<file path="config.mk">
export PLATFORM = sky130hd
export DESIGN_NAME = local_predictor_bank
export DESIGN_NICKNAME = d
export VERILOG_FILES = /design/src/rtl/local_predictor_bank.sv
export SDC_FILE = /design/constraint.sdc
export NUM_CORES = 1
export LEC_CHECK = 0
export CORE_MARGIN = 8
export CORE_UTILIZATION = 40
export CTS_CLUSTER_SIZE = 16
export DETAILED_ROUTE_END_ITERATION = 8
export SYNTH_ARGS = -nofsm -noshare
export SYNTH_HDL_FRONTEND = slang
export SYNTH_SLANG_ARGS = --single-unit
</file>
<file path="constraint.sdc">
create_clock -name clk_i -period 4.5 [get_ports clk_i]
set_input_delay 0.675 -clock clk_i [delete_from_list [all_inputs] [get_ports clk_i]]
set_output_delay 0.675 -clock clk_i [all_outputs]
set_load 0.01 [all_outputs]
</file>
<file path="src/rtl/local_predictor_bank.sv">
// ----------------------------------------------------------------------------
// local_predictor_bank
//
// Banked table of 2-bit saturating branch-direction counters. There is one
// bank per global-history code (UU=0, UT=1, TU=2, TT=3). The fetch-side
// history code picks the read bank and the fetch PC picks the entry inside
// it. The execute side writes resolved branch outcomes back into the bank
// that was selected when that branch was fetched.
//
// Interface contract: there is no valid/ready handshake. The prediction is
// valid every cycle and the fetch stage uses it only when it decodes a
// branch. The execute side writes exactly once in every cycle where
// branch_op_e_i[0]=1 and stall_e_i=0. It never waits and is never
// back-pressured.
//
// Ports
//   clk_i           in   1      clock; all state updates on posedge
//   reset_n_i       in   1      asynchronous active-low reset (all counters -> 01)
//   local_src_f_i   in   2      history code at fetch; selects read bank
//   pc_f_i          in   WIDTH  fetch PC
//   local_src_e_i   in   2      history code captured at fetch, seen in execute
//   pc_e_i          in   WIDTH  PC of the resolving branch
//   branch_op_e_i   in   2      branch op; bit 0 marks a conditional branch
//   pc_src_res_e_i  in   1      resolved outcome (1 = taken)
//   stall_e_i       in   1      execute stage stalled
//   pred_taken_f_o  out  1      predicted taken (MSB of selected counter)
//   pred_state_f_o  out  2      selected counter value
// ----------------------------------------------------------------------------
module local_predictor_bank #(
  parameter int WIDTH      = 32,
  parameter int INDEX_BITS = 6
) (
  input  logic             clk_i,
  input  logic             reset_n_i,
  input  logic [1:0]       local_src_f_i,
  input  logic [WIDTH-1:0] pc_f_i,
  input  logic [1:0]       local_src_e_i,
  input  logic [WIDTH-1:0] pc_e_i,
  input  logic [1:0]       branch_op_e_i,
  input  logic             pc_src_res_e_i,
  input  logic             stall_e_i,
  output logic             pred_taken_f_o,
  output logic [1:0]       pred_state_f_o
);

  localparam int DEPTH = 1 << INDEX_BITS;

  // Counter encoding: 00 strong-NT, 01 weak-NT, 10 weak-T, 11 strong-T.
  localparam logic [1:0] CNT_RESET = 2'b01;

  logic [1:0] cnt_q [4][DEPTH];

  logic [INDEX_BITS-1:0] rd_idx;
  logic [INDEX_BITS-1:0] wr_idx;
  logic                  upd;
  logic                  bypass;
  logic [1:0]            rd_entry;
  logic [1:0]            wr_entry;
  logic [1:0]            wr_nxt;

  // PC bits below the word offset and above the index are deliberately
  // ignored. PCs 4*DEPTH bytes apart alias onto the same entry, and that
  // aliasing is accepted. branch_op_e_i[1] does not affect qualification.
  logic unused_bits;
  assign unused_bits = ^{pc_f_i[1:0], pc_f_i[WIDTH-1:INDEX_BITS+2],
                         pc_e_i[1:0], pc_e_i[WIDTH-1:INDEX_BITS+2],
                         branch_op_e_i[1]};

  function automatic logic [1:0] sat_nxt(input logic [1:0] c, input logic t);
    logic [1:0] r;
    if (t) r = (c == 2'b11) ? 2'b11 : c + 2'b01;
    else   r = (c == 2'b00) ? 2'b00 : c - 2'b01;
    return r;
  endfunction

  assign rd_idx = pc_f_i[INDEX_BITS+1:2];
  assign wr_idx = pc_e_i[INDEX_BITS+1:2];

  // Same qualifier the GHR uses to advance, so table and history stay in step.
  assign upd = branch_op_e_i[0] & ~stall_e_i;

  assign rd_entry = cnt_q[local_src_f_i][rd_idx];
  assign wr_entry = cnt_q[local_src_e_i][wr_idx];

  // Gate wr_nxt with upd so a floating outcome bit on idle cycles never
  // reaches any storage or output path.
  assign wr_nxt = upd ? sat_nxt(wr_entry, pc_src_res_e_i) : wr_entry;

  // Write-first view when fetch reads the entry being written this cycle.
  // The bypass is held off during reset so the outputs show the forced 01
  // rather than a write that reset is about to discard.
  assign bypass = upd && reset_n_i &&
                  (local_src_f_i == local_src_e_i) && (rd_idx == wr_idx);

  always_comb begin
    pred_state_f_o = rd_entry;
    if (bypass) pred_state_f_o = wr_nxt;
    pred_taken_f_o = pred_state_f_o[1];
  end

  always_ff @(posedge clk_i or negedge reset_n_i) begin
    if (!reset_n_i) begin
      for (int b = 0; b < 4; b++) begin
        for (int i = 0; i < DEPTH; i++) begin
          cnt_q[b][i] <= CNT_RESET;
        end
      end
    end else if (upd) begin
      cnt_q[local_src_e_i][wr_idx] <= wr_nxt;
    end
  end

endmodule

</file>
==> PnR_summary.wiki <==
{| class="wikitable"
! Metric !! Value
|-
| Detailed-route vias per instance || 6.08
|-
| H-tree Lvls || 2
|-
| Period utilisation layout || 98.3%
|-
| Setup ws final || 0.0760 ns
|-
| Max Used Layer || met4
|-
| Worst reg-to-reg setup slack || 0.71 ns
|-
| Cell with the most instances after synthesis || sky130_fd_sc_hd__mux2_2
|-
| Register cell area after layout || 13100 um2
|-
| Flip-flop count of the largest register, all copies and words added || 512
|-
| Startpoint type of the worst setup path || input port
|-
| Post-synthesis async set-or-reset flop share || 100%
|-
| Proportion of synthesized area in mux cells || 40.8%
|-
| Commonest cells post-synth || 514 x sky130_fd_sc_hd__mux2_2, 258 x sky130_fd_sc_hd__mux2i_1, 256 x sky130_fd_sc_hd__dfrtp_1, 256 x sky130_fd_sc_hd__dfstp_2, 197 x sky130_fd_sc_hd__nand2_1
|-
| Post-Synthesis Cell Area || 29300 um2
|-
| Number of port buffers || 23
|-
| Post-route design area || 34400 um2
|-
| Path category of the worst min-delay check || in -> async
|-
| Largest family of logic cells by synthesized area || multiplexers
|-
| Via count of the first global-routing pass || 21700
|-
| IO Pins || 77
|-
| Cells after synthesis || 2273
|-
| Instance area after placement || 31700 um2
|-
| # rows || 99
|-
| Share of synthesized area occupied by flip-flops and latches || 44.8%
|-
| Cell accounting for the most synthesized area || sky130_fd_sc_hd__dfstp_2
|-
| Post-DR wirelength/cell || 27.5 um
|-
| DIE AREA || 82300 um2
|-
| PwrDens || 317 nW/um2
|-
| EDFF count, synth || 0
|-
| Count of warnings emitted by yosys || 0
|-
| Primary flip-flop cell chosen by synthesis mapping || sky130_fd_sc_hd__dfstp_2
|-
| Sum of routed wire length over all layers || 92900 um
|-
| TritonCTS clock tree || built
|-
| Largest net degree at the start of global routing || 190
|-
| Adder-cell share of the synthesized area || 0.0384%
|-
| Worst slack at placement || -0.407 ns
|-
| Clock Tree Buf Depth || 3
|-
| Worst hold slack across all endpoints || 0.522 ns
|-
| Highest fanout seen on the critical path || 14
|-
| Routed metal-1 wirelength || 38600 um
|-
| Slew Viols, Final || 0
|-
| Unrepaired setup endpoints after global routing || no
|-
| DR iter-0 viols || 1863
|-
| Clock insertion delay at the later pin of the skew report || 0.62 ns
|-
| Area Overhead vs Synth || 17.2%
|-
| Simple-gate portion of the synthesized area || 6.87%
|-
| Arrival time at the worst endpoint || 3.75 ns
|-
| Count of antenna-violating nets left after detailed routing || 0
|-
| Worst rel slew slack || 30.2%
|-
| Horizontal die dimension || 287 um
|-
| Flip-flop and latch count after synthesis || 512
|-
| Proportion of netlist area held by the largest area contributor || 22.9%
|-
| DR vias || 20500
|-
| Mean instance size in the synthesized netlist || 12.9 um2
|-
| Biggest registers after layout || cnt_q (512)
|-
| Buffer type at the clock tree root || sky130_fd_sc_hd__clkbuf_16
|-
| Data required time of the worst path || 3.83 ns
|-
| Count of final setup violators || 0
|-
| Number of optimization iterations in the first detailed-route pass || 7
|-
| Actual slew at the worst max-slew pin || 1.05 ns
|-
| Maximum ir drop on the vdd rail || 0.326 mV
|-
| Period minus WS final || 4.42 ns
|-
| GPL Wtd Cong || 0.935
|-
| Fraction of the mapped netlist area in compound gates || 3.43%
|-
| Area of the multi-input gates || 15300 um2
|-
| GRT Total Usage || 22.1%
|-
| Inserted Clock Buffers || 57
|-
| Leak pwr || 0.0146 uW
|-
| Initial core utilization || 40.3%
|-
| Sort of element at the end of the critical path || primary output
|-
| Clock tree sinks || 512
|-
| Clock tree skew after final layout || 0.0170 ns
|-
| Layout cell share with drive strength beyond 1 || 53.6%
|-
| Overall overflow remaining after global route || 0
|-
| Core outline area || 72800 um2
|-
| Fill cell instance count of the final layout || 6404
|-
| Startpoint-to-endpoint class of the critical path || in -> out
|-
| Met2 routed WL || 43500 um
|-
| Net count after synthesis || 2347
|-
| Met3 Wirelength || 7110 um
|-
| Number of antenna violations at the first check in global routing || 1
|-
| Register bank with the most flops || cnt_q
|-
| Outcome || finished, final reports clean
|-
| Yosys cell types || 48
|-
| Drc violations || 0
|-
| Global-route wire length before repair || 140000 um
|-
| Xor and xnor fraction of the mapped netlist area || 0.239%
|-
| Half-perimeter wire length of the detailed placement result || 61400 um
|-
| Upper clock frequency limit || 226 MHz
|-
| Fin. Hold Viols || 0
|-
| Clock slew at the register clock pins of the worst setup and hold paths || 0.06 ns
|-
| Max-cap violations || 0
|-
| Total Nets Final || 2442
|-
| Leading cell types by total area after synthesis || sky130_fd_sc_hd__dfstp_2 23%, sky130_fd_sc_hd__dfrtp_1 22%, sky130_fd_sc_hd__mux2_2 20%
|-
| Die H || 287 um
|}
-- stage by stage --
step                      total power, uW  utilization [%]  instances  setup TNS (ns)
final                               10900             47.2       3378               0
after global routing                11200             47.2       3376               0
after CTS                           10900             46.6       3364               0
after detailed placement             5750             43.6       3250          -43.25
after global placement               5730             43.6       3250          -55.80
after floorplan                      5310                -       2273               0
-- final timing paths --
check	from	to	depth (start not counted)
worst max-delay path	local_src_f_i[0]	pred_state_f_o[1]	10
worst min-delay path	reset_n_i	cnt_q[379]$_DFFE_PN0P_	2
worst max register to register	cnt_q[286]$_DFFE_PN1P_	cnt_q[28]$_DFFE_PN1P_	11
worst min register to register	cnt_q[239]$_DFFE_PN0P_	cnt_q[239]$_DFFE_PN0P_	1
max in group asynchronous	reset_n_i	cnt_q[139]$_DFFE_PN0P_	4
min in group clk_i	cnt_q[239]$_DFFE_PN0P_	cnt_q[239]$_DFFE_PN0P_	1
-- cell families after synthesis --
group,after synthesis
multiplexers,932
flip-flops,512
AND/OR/NAND/NOR,457
buffers and inverters,208
AO/OA/AOI/OAI,155
XOR/XNOR,8
adder cells (fa/ha/maj),1
-- layer usage --
layer | vias up | global-route usage [%]
li1 | 8716 | -
met1 | 10800 | 30.1
met2 | 842 | 35.2
met3 | 212 | 3.76
met4 | 0 | 8.69
met5 | - | 0
-- critical path, cell delays in order --
cell and delay (ns):
sky130_fd_sc_hd__buf_8 0.17, sky130_fd_sc_hd__buf_12 0.20, sky130_fd_sc_hd__buf_4 0.18, sky130_fd_sc_hd__mux4_2 0.52
sky130_fd_sc_hd__mux4_2 0.58, sky130_fd_sc_hd__nand3_1 0.13, sky130_fd_sc_hd__a311oi_1 0.08, sky130_fd_sc_hd__or4_1 0.53
sky130_fd_sc_hd__mux2_4 0.35, sky130_fd_sc_hd__dlygate4sd2_1 0.30
-- layout by cell type (no fill, tap or decap), types with 4 or more instances in the layout --
cell                              count
sky130_fd_sc_hd__a22oi_1              7
sky130_fd_sc_hd__a22oi_2              5
sky130_fd_sc_hd__a311oi_1             4
sky130_fd_sc_hd__buf_12              47
sky130_fd_sc_hd__buf_4              147
sky130_fd_sc_hd__buf_6               15
sky130_fd_sc_hd__buf_8                5
sky130_fd_sc_hd__bufinv_16            9
sky130_fd_sc_hd__clkbuf_1            10
sky130_fd_sc_hd__clkbuf_16           63
sky130_fd_sc_hd__clkbuf_8            16
sky130_fd_sc_hd__clkdlybuf4s50_1     10
sky130_fd_sc_hd__clkinv_2            10
sky130_fd_sc_hd__dfrtp_1            256
sky130_fd_sc_hd__dfstp_2            256
sky130_fd_sc_hd__dlymetal6s2s_1       4
sky130_fd_sc_hd__inv_1                5
sky130_fd_sc_hd__mux2_2             513
sky130_fd_sc_hd__mux2i_1            257
sky130_fd_sc_hd__mux4_2             160
sky130_fd_sc_hd__nand2_1            196
sky130_fd_sc_hd__nand3_1              5
sky130_fd_sc_hd__nand4_1              6
sky130_fd_sc_hd__nand4bb_4            5
sky130_fd_sc_hd__nor2_1             171
sky130_fd_sc_hd__nor4_1              26
sky130_fd_sc_hd__nor4_2               8
sky130_fd_sc_hd__o22ai_1            126
sky130_fd_sc_hd__or4b_4               4
sky130_fd_sc_hd__xnor2_1              5
-- cell type report --
type                    instances  share of cell area [%]
well taps                     959                    3.49
multi-input cells            1553                    44.6
clock inverters                23                    1.03
inverters                       6                  0.0655
clock buffers                  85                    5.05
flip-flops and latches        512                    38.2
repair buffers                238                    7.52
diodes                          2                  0.0146
-- power breakdown --
group / internal (uW) / switching [uW]
Clock: 3170 / 1990
Combinational: 384 / 560
Sequential: 4720 / 50.1
-- timing repair --
action | in CTS | in global routing
pin swaps | 7 | 19
resized for setup | 21 | 41
cloned | 0 | 4
setup endpoints to repair | 3 | 3
setup buffers | 5 | 8
endpoints found under the hold margin | 12 | 0
hold buffers | 1 | 0
Note: power is estimated with default switching activity, not from simulation.
